`src/rtl/i_image_pkg.sv`:
```
// Shared types and constants for the image writer.
//   writer_state_t : writer FSM state encoding
//   DIM_W          : default width of image dimension and index fields
//   PIX_BYTES      : bytes occupied by one pixel word in memory
//   PIX_W          : width of an RGB pixel
package i_image_pkg;

  localparam int unsigned DIM_W     = 13;
  localparam int unsigned PIX_BYTES = 4;
  localparam int unsigned PIX_W     = 24;

  typedef enum logic [1:0] {
    StIdle,
    StAccept,
    StWrite,
    StDone
  } writer_state_t;

endpackage

```
`src/rtl/i_write_addr_gen.sv`:
```
// Column/row counters and byte-address accumulator for the image writer.
// Ports:
//   clk, clear       : clock and synchronous active-high reset
//   load             : latch base_addr/width/height, zero col/row
//   advance          : step to the next pixel position
//   base_addr        : byte address of pixel (0,0)
//   width, height    : frame dimensions
//   col, row, addr   : current pixel position and its byte address
//   last             : current position is the final pixel of the frame
module i_write_addr_gen #(
  parameter int unsigned DIM_W  = 13,
  parameter int unsigned ADDR_W = 32
) (
  input  logic              clk,
  input  logic              clear,
  input  logic              load,
  input  logic              advance,
  input  logic [ADDR_W-1:0] base_addr,
  input  logic [DIM_W-1:0]  width,
  input  logic [DIM_W-1:0]  height,
  output logic [DIM_W-1:0]  col,
  output logic [DIM_W-1:0]  row,
  output logic [ADDR_W-1:0] addr,
  output logic              last
);
  import i_image_pkg::*;

  logic [DIM_W-1:0]  width_q, width_d;
  logic [DIM_W-1:0]  height_q, height_d;
  logic [DIM_W-1:0]  col_q, col_d;
  logic [DIM_W-1:0]  row_q, row_d;
  logic [ADDR_W-1:0] addr_q, addr_d;
  logic              col_last;
  logic              row_last;

  assign col_last = (col_q == width_q - DIM_W'(1));
  assign row_last = (row_q == height_q - DIM_W'(1));
  assign last     = col_last && row_last;

  always_comb begin
    width_d  = width_q;
    height_d = height_q;
    col_d    = col_q;
    row_d    = row_q;
    addr_d   = addr_q;
    if (load) begin
      width_d  = width;
      height_d = height;
      col_d    = '0;
      row_d    = '0;
      addr_d   = base_addr;
    end else if (advance) begin
      // Address wraps modulo 2^ADDR_W; span overflow is not checked.
      addr_d = addr_q + ADDR_W'(PIX_BYTES);
      if (col_last) begin
        col_d = '0;
        row_d = row_q + DIM_W'(1);
      end else begin
        col_d = col_q + DIM_W'(1);
      end
    end
  end

  always_ff @(posedge clk) begin
    if (clear) begin
      width_q  <= '0;
      height_q <= '0;
      col_q    <= '0;
      row_q    <= '0;
      addr_q   <= '0;
    end else begin
      width_q  <= width_d;
      height_q <= height_d;
      col_q    <= col_d;
      row_q    <= row_d;
      addr_q   <= addr_d;
    end
  end

  assign col  = col_q;
  assign row  = row_q;
  assign addr = addr_q;

endmodule

```
`src/rtl/i_image_writer.sv`:
```
// Stream-to-memory writer: accepts one RGB pixel per valid/ready handshake and
// writes it as a 32-bit word at a linearly advancing SRAM byte address,
// pulsing frame_done once img_width x img_height pixels are committed.
// Ports:
//   clk, clear                    : clock and synchronous active-high reset
//   start                         : begin a frame (sampled only when idle)
//   base_addr, img_width, img_height : frame parameters, latched on start
//   pix_valid, pix_data, pix_ready   : upstream pixel handshake
//   mem_write, mem_addr, mem_wdata, mem_wait : SRAM write port
//   col, row                      : position of the next pixel to accept
//   busy, frame_done              : status
module i_image_writer #(
  parameter int unsigned DIM_W  = 13,
  parameter int unsigned ADDR_W = 32
) (
  input  logic              clk,
  input  logic              clear,
  input  logic              start,
  input  logic [ADDR_W-1:0] base_addr,
  input  logic [DIM_W-1:0]  img_width,
  input  logic [DIM_W-1:0]  img_height,
  input  logic              pix_valid,
  input  logic [23:0]       pix_data,
  output logic              pix_ready,
  output logic              mem_write,
  output logic [ADDR_W-1:0] mem_addr,
  output logic [31:0]       mem_wdata,
  input  logic              mem_wait,
  output logic [DIM_W-1:0]  col,
  output logic [DIM_W-1:0]  row,
  output logic              busy,
  output logic              frame_done
);
  import i_image_pkg::*;

  writer_state_t state_q, state_d;
  logic          load;
  logic          advance;
  logic          capture;
  logic          last;
  logic [31:0]   wdata_q, wdata_d;

  always_comb begin
    state_d = state_q;
    load    = 1'b0;
    advance = 1'b0;
    capture = 1'b0;
    unique case (state_q)
      StIdle: begin
        // Zero-sized frames are dropped so last can never be missed.
        if (start && (img_width != '0) && (img_height != '0)) begin
          load    = 1'b1;
          state_d = StAccept;
        end
      end
      StAccept: begin
        if (pix_valid) begin
          capture = 1'b1;
          state_d = StWrite;
        end
      end
      StWrite: begin
        if (!mem_wait) begin
          if (last) begin
            state_d = StDone;
          end else begin
            advance = 1'b1;
            state_d = StAccept;
          end
        end
      end
      StDone: begin
        state_d = StIdle;
      end
      default: begin
        state_d = StIdle;
      end
    endcase
  end

  always_comb begin
    wdata_d = wdata_q;
    if (capture) begin
      wdata_d = {{(32 - PIX_W){1'b0}}, pix_data};
    end
  end

  always_ff @(posedge clk) begin
    if (clear) begin
      state_q <= StIdle;
      wdata_q <= '0;
    end else begin
      state_q <= state_d;
      wdata_q <= wdata_d;
    end
  end

  i_write_addr_gen #(
    .DIM_W  (DIM_W),
    .ADDR_W (ADDR_W)
  ) u_addr_gen (
    .clk       (clk),
    .clear     (clear),
    .load      (load),
    .advance   (advance),
    .base_addr (base_addr),
    .width     (img_width),
    .height    (img_height),
    .col       (col),
    .row       (row),
    .addr      (mem_addr),
    .last      (last)
  );

  // All status outputs decode the state register only.
  assign pix_ready  = (state_q == StAccept);
  assign mem_write  = (state_q == StWrite);
  assign frame_done = (state_q == StDone);
  assign busy       = (state_q != StIdle);
  assign mem_wdata  = wdata_q;

endmodule

```
`config.mk`:
```
export PLATFORM = sky130hd
export DESIGN_NAME = i_image_writer
export DESIGN_NICKNAME = d
export VERILOG_FILES = /design/src/rtl/i_image_pkg.sv /design/src/rtl/i_write_addr_gen.sv /design/src/rtl/i_image_writer.sv
export SDC_FILE = /design/constraint.sdc
export NUM_CORES = 1
export LEC_CHECK = 0
export ABC_CLOCK_PERIOD_IN_PS = 2950
export BUFFER_PORTS_ARGS = -buffer_cell sky130_fd_sc_hd__buf_4
export CORE_UTILIZATION = 47
export CTS_CLUSTER_DIAMETER = 30
export CTS_CLUSTER_SIZE = 24
export DETAILED_ROUTE_END_ITERATION = 12
export HOLD_SLACK_MARGIN = 0.03
export PLACE_DENSITY = 0.74
export SYNTH_ARGS = -nofsm -noshare
export SYNTH_HDL_FRONTEND = slang
export SYNTH_SLANG_ARGS = --single-unit
```
`constraint.sdc`:
```
create_clock -name clk -period 2.95 [get_ports clk]
set_clock_uncertainty 0.15 [all_clocks]
set_input_delay 0.1475 -clock clk [delete_from_list [all_inputs] [get_ports clk]]
set_output_delay 0.1475 -clock clk [all_outputs]
set_load 0.02 [all_outputs]
```
==> PnR_summary.wiki <==
{| class="wikitable"
! Metric !! Value
|-
| Static leakage power || 3.80 nW
|-
| Number of buffers added by the clock tree synthesis step || 9
|-
| Worst-path cell chain || or4_4, nor3_4, o21ai_1, a221o_1, and4_4, buf_6, a2111oi_4, buf_4, nand2_2, a211oi_2
|-
| Startpoint type of the worst setup path || flop
|-
| Cell taking the most area after synthesis || dfxtp_1
|-
| Cell internal pwr || 0.00264 W
|-
| Worst relative slew slack || 40.9%
|-
| Placer congestion estimate || approximately 0.94
|-
| Async set-or-reset flop fraction in the synthesized netlist || 0%
|-
| Sequential group share of total power || between 40% and 50%
|-
| Most used flip-flop cell after synthesis || dfxtp_1
|-
| Number of antenna violations at the first check in global routing || 0
|-
| Overall die height || 116 um
|-
| Number of different library cells in the post-synthesis netlist || 69
|-
| DP HPWL || 12.9 mm
|-
| H-tree depth || 3
|-
| Number of synthesized register bits || 110
|-
| Final number of hold-violating endpoints || 0
|-
| Final routed DRC violation total || 0
|-
| Violations in the final reports || setup timing
|-
| Post-synthesis to final-layout area growth || 51.2%
|-
| Type of the worst setup path || reg2reg
|-
| Total track usage || 28.9%
|-
| Netlist area before placement || 6110 sq um
|-
| Largest fanout on the critical path || 5
|-
| Cell area reported after detailed placement || 7800 sq um
|-
| Initial cell density of the core || 48.4%
|-
| Post-synthesis area per instance || roughly 8 sq um
|-
| Post-route cell area || approximately 9200 sq um
|-
| Row count || just over 40
|-
| Number of buffer cells added on primary ports || 172
|-
| Kind of path behind the tightest hold check || in2reg
|-
| Maximum clock insertion buffer count || 2
|-
| Die outline width || around 120 um
|-
| Worst setup margin || -34.0 ps
|-
| Family with the most delay on the worst path || compound AO/OA/AOI/OAI gates
|-
| Switching power share of the total || 31.7%
|-
| Syn Inst Count || 779
|-
| Die area || 13500 sq um
|-
| Number of flops mapped to enable cells by yosys || 0
|-
| Max-cap violation count || 0
|-
| Gate power share || 25.4%
|-
| Highest clock rate || 0.335 GHz
|-
| Aggregate routed wire length || 20.1 mm
|-
| Power density cells || 419 nW/um^2
|-
| Setup repair after global routing missed its margin || true
|-
| Proportion of power drawn by the clock network || 31.8%
|-
| Arrival time at the worst endpoint || 3120 ps
|-
| Top Ports || 181
|-
| Initial detailed-routing violation count || 433
|-
| Via count of the first global-routing pass || 6442
|-
| Share of the yosys chip area belonging to registers || 36.1%
|-
| Latest clock arrival within the worst-skew pair || around 360 ps
|-
| TritonCTS clock tree || yes
|-
| Pin count of the biggest net entering global routing || 47
|-
| Number of nets with antenna violations after detailed routing || 0
|-
| Final-report max-slew violation count || 0
|-
| Clock Pin Slew Worst Setup and Hold Paths || 80 ps
|-
| Cell with the largest stage delay on the worst path || or4_4
|-
| Peak supply drop || 0.000378 V
|-
| Crit path buffers/inverters || 2
|-
| Crit. End Element || flop
|-
| Period Utilization, post-route || 101%
|-
| Warnings from Yosys || 0
|-
| Final-stage net count || 1147
|-
| Ratio of cells with drive above 1 in the final layout || 30.9%
|-
| Core area || 12600 sq um
|-
| Min cycle time layout || 2980 ps
|-
| Worst hold margin || 38.0 ps
|-
| Total Negative Setup Slacks || -34.0 ps
|-
| Total number of vias || between 6000 and 7000
|-
| Number of inserted diodes || 0
|-
| Number of clock sinks || 110
|-
| Vias per cell || 5.61
|-
| Required time of the critical path || 3090 ps
|-
| Result of the run || complete, but fails checks
|-
| Final-report setup violation count || 1
|-
| NetSw || 0.00123 W
|-
| CTS Root Buffer Type || clkbuf_16
|-
| First-pass GRT wire length || about 30 mm
|-
| Most used standard cell by instance count after synthesis || nand2_1
|-
| Most frequent cells after synthesis || 142 x nand2_1, 110 x dfxtp_1, 76 x a21oi_1
|-
| Average wire length per cell after detail routing || 16.3 um
|-
| Detailed Routing Iterations Pass 1 || 5
|-
| Largest cells by area after synthesis || dfxtp_1 36%, nand2_1 8.7%, a21oi_1 6.2%, xor2_1 3.3%, nor2_1 3.0%
|-
| Total grt overflow || 0
|-
| Slew at the pin closest to its max-slew limit || 886 ps
|-
| Critical path's largest stage delay || 550 ps
|-
| Fraction of post-synthesis cell area in the top cell type by area || 36.1%
|}
layer usage:
metal  part of all wire [%]  global-route usage, %
met1                     41                   35.4
met5                      0                      0
met3                    7.5                   7.74
met4                    2.3                   9.66
met2                     50                   49.0
path summary, 6_finish.rpt:
path                              start                  end  slack, ps  cells past startpoint
setup / recovery  u_addr_gen.width_q[3]  u_addr_gen.addr[27]        -30                     10
hold / removal            base_addr[23]  u_addr_gen.addr[23]         40                      3
setup reg to reg  u_addr_gen.width_q[3]  u_addr_gen.addr[27]        -30                     10
hold reg to reg            mem_wdata[8]         mem_wdata[8]        310                      2
logic make-up after synthesis:
| logic type | Yosys count | synth area share, % |
|---|---|---|
| xor gates and xnor gates | 42 | 6.02 |
| buffers and inverters | 66 | 5.20 |
| and+or+nand+nor | 370 | 30.6 |
| adders and majority gates | 5 | 1.02 |
| other | 1 | 0.0614 |
| muxes | 10 | 1.64 |
| DFF | 110 | 36.1 |
| AOI/OAI and AO/OA | 175 | 19.4 |
through the flow:
step / total power [W] / util, % / setup slack [ps] / instances
detailed placement: 0.00250 / 61.8 / -140 / 1131
finish: 0.00387 / 73.2 / -34.0 / 1232
CTS: 0.00381 / 70.6 / -29.9 / 1226
global placement: 0.00249 / 61.8 / -61.9 / 1131
floorplan: 0.00216 / - / 29.8 / 786
global route: 0.00402 / 73.2 / -163 / 1232
worst min-delay path: cells and delay by family:
kind	cells	cell delay (ps)
buffers and inverters	1	110
AOI/OAI and AO/OA	2	240
area by class of cell:
class | count | area [sq um]
flip-flops and latches | 110 | 2210
clock inverters | 7 | 63.8
fillers | 974 | 3390
inverters | 12 | 45.0
clock buffers | 9 | 225
repair buffers | 310 | 2560
well taps | 172 | 215
multi-input cells | 612 | 3920
power by group through the flow:
| stage | combinational (W) | clock (W) | sequential [W] |
|---|---|---|---|
| floorplan | 0.000416 | 0 | 0.00174 |
| global placement | 0.000807 | 0 | 0.00168 |
| detailed placement | 0.000815 | 0 | 0.00168 |
| CTS | 0.000911 | 0.00125 | 0.00165 |
| global route | 0.00105 | 0.00130 | 0.00167 |
| finish | 0.000984 | 0.00123 | 0.00166 |
what timing repair did:
item / 4_1_cts / 5_1_grt
endpoints found under the hold margin: 77 / 0
setup endpoints to repair: 35 / 45
buffers inserted: 1 / 6
resized for setup: 8 / 58
cloned: 1 / 1
hold buffers: 77 / 0
pin swaps: 10 / 30
placed cells by master (no fill, tap or decap), types with 4 or more instances in the layout:
master / count
nor2_1: 47
nand3_1: 28
xnor2_1: 18
or3_1: 10
or4_1: 6
a211oi_1: 5
and3_1: 20
dfxtp_1: 105
xor2_1: 21
a311oi_2: 6
a31oi_1: 4
nand2_2: 4
a211oi_2: 4
nand2b_1: 9
inv_6: 4
a311oi_1: 4
clkbuf_16: 9
o21ai_0: 25
or4_4: 4
buf_6: 7
nor3_1: 21
o31ai_1: 6
mux2i_1: 10
nor4_1: 14
inv_1: 10
nand4_1: 17
and2_1: 17
conb_1: 8
dfxtp_2: 5
nand2_1: 139
a41oi_1: 5
buf_4: 225
a21oi_1: 75
nor4_4: 4
dlygate4sd3_1: 77
sequential cells by signal, summed over array words and instances (netlist names):
register             count
u_addr_gen.addr         32
mem_wdata               24
u_addr_gen.col          13
u_addr_gen.height_q     13
u_addr_gen.row          13
u_addr_gen.width_q      13
state_q                  2
No activity file was read; power rests on OpenSTA's default activity.
